--- config.mk ---
export PLATFORM = sky130hd
export DESIGN_NAME = pipe_hazard_ctrl
export DESIGN_NICKNAME = d
export VERILOG_FILES = /design/src/rtl/pipe_ctrl_pkg.sv /design/src/rtl/sat_counter.sv /design/src/rtl/pipe_hazard_ctrl.sv
export SDC_FILE = /design/constraint.sdc
export NUM_CORES = 1
export LEC_CHECK = 0
export ABC_AREA = 1
export CAP_MARGIN = 20
export CORE_MARGIN = 2
export CORE_UTILIZATION = 55
export CTS_CLUSTER_DIAMETER = 200
export CTS_CLUSTER_SIZE = 10
export DETAILED_ROUTE_END_ITERATION = 10
export PLACE_DENSITY = 0.87
export SETUP_SLACK_MARGIN = 0.15
export SYNTH_ARGS = -nofsm -noshare
export SYNTH_HDL_FRONTEND = slang
export SYNTH_SLANG_ARGS = --single-unit
export TNS_END_PERCENT = 1
--- constraint.sdc ---
create_clock -name CLK -period 3.7 [get_ports CLK]
set_input_delay 0.925 -clock CLK [delete_from_list [all_inputs] [get_ports CLK]]
set_output_delay 0.925 -clock CLK [all_outputs]
set_load 0.01 [all_outputs]
--- src/rtl/pipe_ctrl_pkg.sv ---
// Shared encodings for the pipeline hazard sequencer.
package pipe_ctrl_pkg;

  localparam int REG_IDX_W = 5;

  // ADDI x0, x0, 0 opcode field, loaded into bubbled stages
  localparam logic [6:0] NOP_OPCODE = 7'b0010011;

  typedef enum logic [2:0] {
    RUN      = 3'd0,
    MEM_WAIT = 3'd1,
    DRAIN    = 3'd2,
    HALTED   = 3'd3,
    ERR      = 3'd4
  } state_t;

endpackage

--- src/rtl/sat_counter.sv ---
// Event counter that sticks at all-ones instead of wrapping.
module sat_counter #(
  parameter int CNT_W = 16
) (
  input  logic             CLK,
  input  logic             RSTn,
  input  logic             inc,
  input  logic             clear,
  output logic [CNT_W-1:0] value
);

  always_ff @(posedge CLK or negedge RSTn) begin
    if (!RSTn) begin
      value <= '0;
    end else if (clear) begin
      value <= '0;
    end else if (inc && (value != '1)) begin
      value <= value + 1'b1;
    end
  end

endmodule

--- src/rtl/pipe_hazard_ctrl.sv ---
// Pipeline register enable/flush sequencer: load-use, mispredict, memory wait and halt drain.
//   state    | meaning
//   RUN      | normal issue, per-cycle hazard resolution
//   MEM_WAIT | data memory pending, upstream registers frozen
//   DRAIN    | halt seen, older instructions retiring
//   HALTED   | pipeline empty and stopped
//   ERR      | memory timeout, stopped
module pipe_hazard_ctrl
  import pipe_ctrl_pkg::*;
#(
  parameter int MEM_TIMEOUT  = 64,
  parameter int DRAIN_CYCLES = 3,
  parameter int CNT_W        = 16
) (
  input  logic                 CLK,
  input  logic                 RSTn,
  input  logic [REG_IDX_W-1:0] id_rs1,
  input  logic [REG_IDX_W-1:0] id_rs2,
  input  logic                 id_use_rs1,
  input  logic                 id_use_rs2,
  input  logic                 id_halt,
  input  logic [REG_IDX_W-1:0] ex_rd,
  input  logic                 ex_is_load,
  input  logic                 ex_br_valid,
  input  logic                 ex_taken,
  input  logic                 ex_bpr,
  input  logic                 mem_req,
  input  logic                 mem_ack,
  output logic                 pc_we,
  output logic                 ifid_we,
  output logic                 idex_we,
  output logic                 exmem_we,
  output logic                 memwb_we,
  output logic                 ifid_flush,
  output logic                 idex_flush,
  output logic                 memwb_flush,
  output logic                 redirect,
  output logic                 HALT,
  output logic                 mem_err,
  output logic [CNT_W-1:0]     stall_cnt,
  output logic [CNT_W-1:0]     flush_cnt
);

  localparam int WAIT_W  = $clog2(MEM_TIMEOUT + 1);
  localparam int DRAIN_W = $clog2(DRAIN_CYCLES + 1);

  state_t             state;
  logic               run_ok;
  logic [WAIT_W-1:0]  wait_cnt;
  logic [DRAIN_W-1:0] drain_cnt;

  logic mem_stall, mispredict, load_use, wait_expired;
  logic stall_inc, flush_inc;

  assign mem_stall    = mem_req & ~mem_ack;
  assign mispredict   = ex_br_valid & (ex_taken != ex_bpr);
  assign load_use     = ex_is_load & (ex_rd != '0) &
                        ((id_use_rs1 & (id_rs1 == ex_rd)) | (id_use_rs2 & (id_rs2 == ex_rd)));
  assign wait_expired = (wait_cnt + 1'b1) == WAIT_W'(MEM_TIMEOUT);

  always_comb begin
    pc_we       = 1'b1;
    ifid_we     = 1'b1;
    idex_we     = 1'b1;
    exmem_we    = 1'b1;
    memwb_we    = 1'b1;
    ifid_flush  = 1'b0;
    idex_flush  = 1'b0;
    memwb_flush = 1'b0;
    redirect    = 1'b0;
    HALT        = 1'b0;
    mem_err     = 1'b0;
    stall_inc   = 1'b0;
    flush_inc   = 1'b0;
    // Hold everything as bubbles until the first clock edge after reset release
    if (!run_ok) begin
      {pc_we, ifid_we, idex_we, exmem_we, memwb_we} = '0;
      {ifid_flush, idex_flush, memwb_flush}         = '1;
    end else begin
      case (state)
        RUN: begin
          if (mem_stall) begin
            {pc_we, ifid_we, idex_we, exmem_we} = '0;
            memwb_flush = 1'b1;
          end else if (mispredict) begin
            redirect   = 1'b1;
            ifid_flush = 1'b1;
            idex_flush = 1'b1;
            flush_inc  = 1'b1;
          end else if (load_use) begin
            pc_we      = 1'b0;
            ifid_we    = 1'b0;
            idex_flush = 1'b1;
            stall_inc  = 1'b1;
          end else if (id_halt) begin
            pc_we      = 1'b0;
            ifid_we    = 1'b0;
            idex_flush = 1'b1;
          end
        end
        MEM_WAIT: begin
          if (!mem_ack) begin
            {pc_we, ifid_we, idex_we, exmem_we} = '0;
            memwb_flush = 1'b1;
          end
        end
        DRAIN: begin
          pc_we      = 1'b0;
          ifid_we    = 1'b0;
          idex_flush = 1'b1;
          if (mem_stall) begin
            idex_we     = 1'b0;
            exmem_we    = 1'b0;
            memwb_flush = 1'b1;
          end
        end
        HALTED: begin
          {pc_we, ifid_we, idex_we, exmem_we, memwb_we} = '0;
          HALT = 1'b1;
        end
        default: begin
          {pc_we, ifid_we, idex_we, exmem_we, memwb_we} = '0;
          HALT    = 1'b1;
          mem_err = 1'b1;
        end
      endcase
    end
  end

  always_ff @(posedge CLK or negedge RSTn) begin
    if (!RSTn) begin
      state     <= RUN;
      run_ok    <= 1'b0;
      wait_cnt  <= '0;
      drain_cnt <= '0;
    end else if (!run_ok) begin
      run_ok <= 1'b1;
    end else begin
      case (state)
        RUN: begin
          if (mem_stall) begin
            state    <= MEM_WAIT;
            wait_cnt <= WAIT_W'(1);
          end else if (!mispredict && !load_use && id_halt) begin
            state     <= DRAIN;
            // The halt cycle itself retires the WB instruction, so it counts as one drain cycle
            drain_cnt <= DRAIN_W'(DRAIN_CYCLES - 1);
          end
        end
        MEM_WAIT: begin
          if (mem_ack) begin
            state    <= RUN;
            wait_cnt <= '0;
          end else if (wait_expired) begin
            state <= ERR;
          end else begin
            wait_cnt <= wait_cnt + 1'b1;
          end
        end
        DRAIN: begin
          if (mem_stall) begin
            if (wait_expired) state <= ERR;
            else              wait_cnt <= wait_cnt + 1'b1;
          end else begin
            wait_cnt <= '0;
            if (drain_cnt <= DRAIN_W'(1)) begin
              state     <= HALTED;
              drain_cnt <= '0;
            end else begin
              drain_cnt <= drain_cnt - 1'b1;
            end
          end
        end
        default: ;
      endcase
    end
  end

  sat_counter #(.CNT_W(CNT_W)) u_stall_cnt (
    .CLK   (CLK),
    .RSTn  (RSTn),
    .inc   (stall_inc),
    .clear (1'b0),
    .value (stall_cnt)
  );

  sat_counter #(.CNT_W(CNT_W)) u_flush_cnt (
    .CLK   (CLK),
    .RSTn  (RSTn),
    .inc   (flush_inc),
    .clear (1'b0),
    .value (flush_cnt)
  );

endmodule

==> impl_results.md, run 1 <==
- Final max-slew violation count: 0
- Vias in the first global route: 2763
- Synth Register Bits: 45
- First-pass DRT Iterations: 5
- Required time worst endpoint: 2.77 ns
- Setup WS pre-CTS: -0.0652 ns
- Comb power frac: 0.097
- CP max FO: 6
- Clk buf depth: 2
- Area after DPL: 3730 µm²
- CP Data Arrival Time: 2.48 ns
- Beginning of the worst register-to-register path: u_stall_cnt.value[0]
- CTS root buffer: clkbuf_8
- Internal Pwr Total: 0.000671 W
- Most frequent cells in the layout: nand2_1, clkdlybuf4s50_1, nor2_1, dfrtp_1, inv_1
- Seq/Total Area, Yosys: 0.375
- Yosys warns: 0
- I/O Pins: 69
- Hold Crit Class: input port to async pin
- Die height: around 80 µm
- CP max stage cell: clkdlybuf4s50_1
- Die area: 6070 µm²
- Starting DRT DRC Count: 138
- Final net count: around 520
- Crit path cell chain: clkdlybuf4s50_1, inv_1, nor2_4, nor2_2, inv_1, a21oi_1, clkdlybuf4s50_1
- Final hold violations: 0
- Outcome: finished clean
- Area added between synthesis and finish: 28.1%
- Starting Density: 0.577
- Worst-path clk slew: 0.09 ns
- Aggregate global-route resource usage: 0.232
- Asr flop ratio synth: 1.00
- Critical path class: input port to primary output
- Final ANT Viol Nets: 0
- Worst vdd ir: 244 µV
- Depth of the CTS H-tree: 2
- GRT overflow: 0
- Leak: between 1.5 and 2 nW
- Commonest non-fill, non-tap cell in the layout: nand2_1
- Via Count: 2860
- Worst-Skew Late Latency: 0.30 ns
- Gpl congestion: 0.918
- Seq pwr share: 0.555
- Ys flop type: dfrtp_1
- Post-synth EDFFs: 0
- Synth Instances: 418
- Switch share: 0.252
- Initial antenna violation count: 0
- Vias per cell: approximately 5
- Routed WL: 6.67 mm
- CTS tree: yes
- Clock share of power: 0.348
- Power Density: 233 nW/µm²
- Min cycle time layout: ~3.4 ns
- Port Buffers: 68
- Crit end category: primary output
- Avg Inst Size Synth: ~7.2 µm²
- Max Cap Violations: 0
- FP Rows: 26
- Distinct cell type count after synthesis: 34
- Worst setup margin: 0.294 ns
- Fill cell count: 415
- Mapped cell area: 3010 µm²
- Tcrit/Tclk final: 0.921
- DRC: 0
- Clock skew: 0.00442 ns
- Final Cell Area: 3850 µm²
- Reg2reg end: u_stall_cnt.value[9]
- P_sw: between 0.0002 and 0.00025 W
- Number of CTS-inserted buffers: 5
- Die Width: 77.9 µm
- CTS Sinks: 45
- Layout cells sized above 1: 0.0733
- Core ar.: 5200 µm²
- Biggest cell delay along the critical path: 0.57 ns
- Setup TNS Final: 0 ns
- Routed WL per cell: 11.9 µm
- HPWL Detailed: 5.01 mm
- # diodes: 0
- Cells on worst reg2reg path: 8
- Final Setup Violations: 0
- Post-synth net total: 447
- Reg-to-reg slack, setup: 1.54 ns
- Post-CTS Setup Inserts: 0
- Largest net degree at the start of global routing: 46
- Global-route wire length before repair: 11.8 mm
- RSZ-0062 raised after global routing: no
- Critical Path Start Type: input port
- Fmax: 294 MHz
==> layer usage <==
layer / global-route usage / vias up / wire length (µm)
met5: 0 / - / 0
met3: 0.0384 / 6 / 362
met1: 0.288 / 1329 / 2820
met2: 0.425 / 77 / 3440
li1: - / 1448 / -
met4: 0.0439 / 0 / 43
==> timing repair <==
item / 4_1_cts / 5_1_grt
gates resized for setup: 2 / 7
hold buffers: 0 / 0
pin swaps: 0 / 0
endpoints found under the hold margin: 0 / 0
endpoints found under the setup margin: 3 / 5
==> how the worst max path moves through the flow <==
| stage | from | end | slack (ns) | cells after the start |
|---|---|---|---|---|
| floorplan | ex_rd[2] | pc_we | 0.91 | 8 |
| global placement | ex_rd[2] | pc_we | 0.03 | 9 |
| detailed placement | ex_rd[2] | pc_we | -0.07 | 10 |
| CTS | ex_rd[2] | ifid_we | 0.01 | 10 |
| global route | mem_req | exmem_we | 0.18 | 7 |
| finish | mem_req | exmem_we | 0.29 | 7 |
==> worst max-delay path: cells and delay by family <==
family	cells	cell delay [ns]
AOI/OAI and AO/OA	1	0.18
buffers and inverters	4	1.14
and+or+nand+nor	2	0.22
==> cell families after synthesis <==
logic type	share of synthesized area
compound gates	0.0341
buf+inv	0.0749
flops	0.375
other cells	0.00125
fa+ha+maj	0.0125
xor+xnor	0.0928
simple gates	0.410
==> registers in the layout, summed over array words and instances, names as in the netlist <==
register / count
wait_cnt: 7
drain_cnt: 2
u_flush_cnt.value: 16
state: 3
u_stall_cnt.value: 16
run_ok: 1
==> stage by stage <==
step	std cells	hold WS (ns)	utilization	power (W)
6_report	561	0.482	0.740	0.000897
2_1_floorplan	418	0.464	-	0.000540
3_5_place_dp	552	0.501	0.716	0.000593
4_1_cts	560	0.525	0.734	0.000907
5_1_grt	561	0.487	0.740	0.000942
3_3_place_gp	552	0.485	0.716	0.000591
==> area by class of cell <==
cell class	instances	area [µm²]	share of cell area
Tap cell	70	87.6	0.0227
Timing Repair Buffer	70	708	0.184
Inverter	47	176	0.0458
Multi-Input combinational cell	321	1660	0.432
Clock buffer	5	68.8	0.0179
Sequential cell	45	1130	0.292
Clock inverter	3	21.3	0.00552
==> cells in the mapped netlist, types with 3 or more instances <==
library cell    n  area [µm²]
nand2_1       150         563
nor2_1         50         188
dfrtp_1        45        1130
inv_1          44         165
nand3_1        31         155
xor2_1         20         175
xnor2_1        10        87.6
o21ai_0         9        45.0
nand4_1         8        50.1
a21oi_1         5        25.0
nor2_4          4        45.0
nor3_1          4        20.0
buf_6           3        33.8
ha_1            3        37.5
nand2_4         3        33.8
nor3_2          3        30.0
==> power groups by stage <==
stage	clock, W	sequential [W]	combinational, W
floorplan	0	0.000507	0.0000335
global placement	0	0.000507	0.0000838
detailed placement	0	0.000508	0.0000853
CTS	0.000324	0.000498	0.0000857
global route	0.000345	0.000499	0.0000986
finish	0.000312	0.000498	0.0000869
No activity file was read; power rests on OpenSTA's default activity.
==> run 2: changes to the inputs <==
--- a/config.mk
+++ b/config.mk
@@ -9,7 +9,7 @@
 export CAP_MARGIN = 20
 export CORE_MARGIN = 2
 export CORE_UTILIZATION = 55
-export CTS_CLUSTER_DIAMETER = 200
+export CTS_CLUSTER_DIAMETER = 30
 export CTS_CLUSTER_SIZE = 10
 export DETAILED_ROUTE_END_ITERATION = 10
 export PLACE_DENSITY = 0.87
==> results of run 2 <==
No change in the layout: final DEF, timing and power equal those of run 1.
==> run 3: changes to the inputs <==
--- a/config.mk
+++ b/config.mk
@@ -8,11 +8,11 @@
 export ABC_AREA = 1
 export CAP_MARGIN = 20
 export CORE_MARGIN = 2
-export CORE_UTILIZATION = 55
+export CORE_UTILIZATION = 30
 export CTS_CLUSTER_DIAMETER = 30
 export CTS_CLUSTER_SIZE = 10
 export DETAILED_ROUTE_END_ITERATION = 10
-export PLACE_DENSITY = 0.87
+export PLACE_DENSITY = 0.52
 export SETUP_SLACK_MARGIN = 0.15
 export SYNTH_ARGS = -nofsm -noshare
 export SYNTH_HDL_FRONTEND = slang
==> constraint.sdc (replaced) <==
create_clock -name CLK -period 3.6 [get_ports CLK]
set_input_delay 0.9 -clock CLK [delete_from_list [all_inputs] [get_ports CLK]]
set_output_delay 0.9 -clock CLK [all_outputs]
set_load 0.01 [all_outputs]
==> run 3 against run 2 <==
Compared with the run above:
- utilization fell by 33 points
- design area rose by 4.0%
- sequential cell count did not move
- routed wire length rose by 8.1%
- total power rose by 18%
- clock skew rose by 0.0074 ns
- non-clock buffer count rose by 5
- sequential share of layout area fell by 1.1 points
- setup slack got worse by 0.074 ns
- first-iteration DRC count fell by 25%
- die area rose by 78%
- critical path depth rose by 1
- largest power group unchanged
==> impl_results.md, run 3 (synthesis gave the netlist of run 1 again) <==
- Gpl congestion: 0.821 (was 0.918)
- Largest delay share family, worst path: buffers and inverters (unchanged)
- Leak: 1.94 nW (was 1.93 nW)
- Final Util: 0.412 (was 0.740)
- Worst-Skew Late Latency: 0.30 ns (about the same)
- GRT overflow: 0 (unchanged)
- RSZ-0062 raised after global routing: yes (was no)
- Reg2reg end: u_stall_cnt.value[9] (unchanged)
- CTS Sinks: 45 (unchanged)
- CTS tree: yes (unchanged)
- Final max-slew violation count: 0 (unchanged)
- Global-route wire length before repair: 12.4 mm (was 11.8 mm)
- WHS Path Cells: 2
- Number of CTS-inserted buffers: 5 (unchanged)
- Max Cap Violations: 0 (unchanged)
- Die height: 104 µm (was 77.9 µm)
- Commonest non-fill, non-tap cell in the layout: nand2_1 (unchanged)
- Min cycle time layout: 3.38 ns
- Largest net degree at the start of global routing: 29 (was 46)
- Worst-path clk slew: 0.10 ns (was 0.09 ns)
- Reg-to-reg slack, setup: 1.35 ns (was 1.54 ns)
- WL met2: 3.39 mm (was 3.44 mm)
- Clock skew: 0.0119 ns (was 0.00442 ns)
- Critical Path Start Type: input port (unchanged)
- Clk buf depth: 2 (unchanged)
- CP max stage cell: clkdlybuf4s50_1 (unchanged)
- DRC: 0 (unchanged)
- Area added between synthesis and finish: 33.3% (was 28.1%)
- FP Rows: 36 (was 26)
- Outcome: finished clean (unchanged)
- Beginning of the worst register-to-register path: u_stall_cnt.value[0] (unchanged)
- Cells on worst reg2reg path: 9 (was 8)
- Die Width: 104 µm (was 77.9 µm)
- Setup WS pre-CTS: -0.0747 ns (was -0.0652 ns)
- Core ar.: 9730 µm² (was 5200 µm²)
- # diodes: 0 (unchanged)
- Worst setup margin: 0.219 ns (was 0.294 ns)
- Met1 WL: 3.54 mm (was 2.82 mm)
- Routed WL per cell: 11.5 µm (was 11.9 µm)
- Starting DRT DRC Count: 103 (was 138)
- First-pass DRT Iterations: 4 (was 5)
- CP bufs+invs: 3 (was 4)
- Power Density: 264 nW/µm² (was 233 nW/µm²)
- Vias per cell: 4.41 (was 5.10)
- Worst vdd ir: 172 µV (was 244 µV)
- Hold Crit Class: register to register (was input port to async pin)
- Aggregate global-route resource usage: 0.137 (was 0.232)
- Final Setup Violations: 0 (unchanged)
- Post-CTS Setup Inserts: 0 (unchanged)
- Uppermost layer routed: met4 (unchanged)
- Routed WL: 7.21 mm (was 6.67 mm)
- Fmax: 296 MHz
- Initial antenna violation count: 0 (unchanged)
- Starting Density: 0.309 (was 0.577)
- Critical path class: input port to primary output (unchanged)
- Hold Buf Count CTS: 0 (unchanged)
- Worst Setup SP: ex_taken (was mem_req)
- Final hold violations: 0 (unchanged)
- Top flop regs: u_flush_cnt.value x16, u_stall_cnt.value x16, wait_cnt x7 (unchanged)
- Die area: 10800 µm² (was 6070 µm²)
- Depth of the CTS H-tree: 2 (unchanged)
- Layout cells sized above 1: 0.0806 (was 0.0733)
- Required time worst endpoint: 2.70 ns (was 2.77 ns)
- Crit path cell chain: clkdlybuf4s50_1, nand2_1, nand2_1, nor2_4, nand2_4, buf_4, nor2_8, clkdlybuf4s50_1 (was clkdlybuf4s50_1, inv_1, nor2_4, nor2_2, inv_1, a21oi_1, clkdlybuf4s50_1)
- Port Buffers: 68 (unchanged)
- Final ANT Viol Nets: 0 (unchanged)
- Hold Startpoint: drain_cnt[0]
- CTS root buffer: clkbuf_8 (unchanged)
- Wire length on met3: 245 µm (was 362 µm)
- Vias in the first global route: 2625 (was 2763)
- CP Data Arrival Time: 2.48 ns (about the same)
- I/O Pins: 69 (unchanged)
- HPWL Detailed: 5.68 mm (was 5.01 mm)
- CP max FO: 2 (was 6)
- Via Count: 2775 (was 2860)
- Most frequent cells in the layout: nand2_1, clkdlybuf4s50_1, nor2_1, dfrtp_1, inv_1 (unchanged)
- Slew margin rel.: 0.541
- Final net count: 524 (was 519)
- Crit end category: primary output (unchanged)
- Biggest cell delay along the critical path: 0.55 ns (was 0.57 ns)
- Hold endpoint: drain_cnt[0]
- Tcrit/Tclk final: 0.939
- Worst Tran Pin Value: 0.688 ns
run 3: final cells by class:
type	instances	area (µm²)
clock inverters	3	65.1
well taps	133	166
flip-flops and latches	45	1130
inverters	47	176
fillers	1027	5720
clock buffers	5	68.8
multi-input cells	321	1680
repair buffers	75	726
run 3: per-layer routing:
| layer | track usage | up-vias |
|---|---|---|
| li1 | - | 1456 |
| met1 | 0.184 | 1266 |
| met2 | 0.235 | 48 |
| met3 | 0.0251 | 5 |
| met4 | 0.0232 | 0 |
| met5 | 0 | - |
run 3: tightest hold or removal path, cell delays in order (launching register included):
cell	delay (ns)
dfrtp_1	0.39
nand2_1	0.06
nand2_1	0.05
run 3: stage by stage:
step / TNS, ns / cells / instance area (µm²) / hold WS (ns) / total power (W)
floorplan: 0 / 418 / 3010 / 0.464 / 0.000555
global placement: -0.0897 / 621 / 3850 / 0.492 / 0.000613
detailed placement: -0.161 / 621 / 3850 / 0.506 / 0.000613
CTS: 0 / 629 / 3990 / 0.528 / 0.00107
global route: 0 / 629 / 4010 / 0.557 / 0.00111
finish: 0 / 629 / 4010 / 0.522 / 0.00106
run 3: how the worst max path moves through the flow:
| stage | endpoint | slack [ns] | cells after the start |
|---|---|---|---|
| final | redirect | 0.22 | 8 |
| after global routing | redirect | 0.13 | 8 |
| after CTS | redirect | 0.14 | 7 |
| after detailed placement | ifid_we | -0.07 | 11 |
| after global placement | pc_we | -0.05 | 10 |
| after floorplan | pc_we | 0.86 | 8 |
run 3: timing repair:
action	in CTS	in global routing
gates resized for setup	6	4
gates cloned	0	0
setup endpoints to repair	7	7
hold endpoints to repair	0	0
run 3: power by group:
| group | internal (W) | leakage (nW) | switching [W] |
|---|---|---|---|
| combinational | 0.0000428 | 1.28 | 0.0000465 |
| sequential | 0.000508 | 0.596 | 0.00000365 |
| clock | 0.000276 | 0.0681 | 0.000181 |
| total | 0.000827 | 1.94 | 0.000231 |
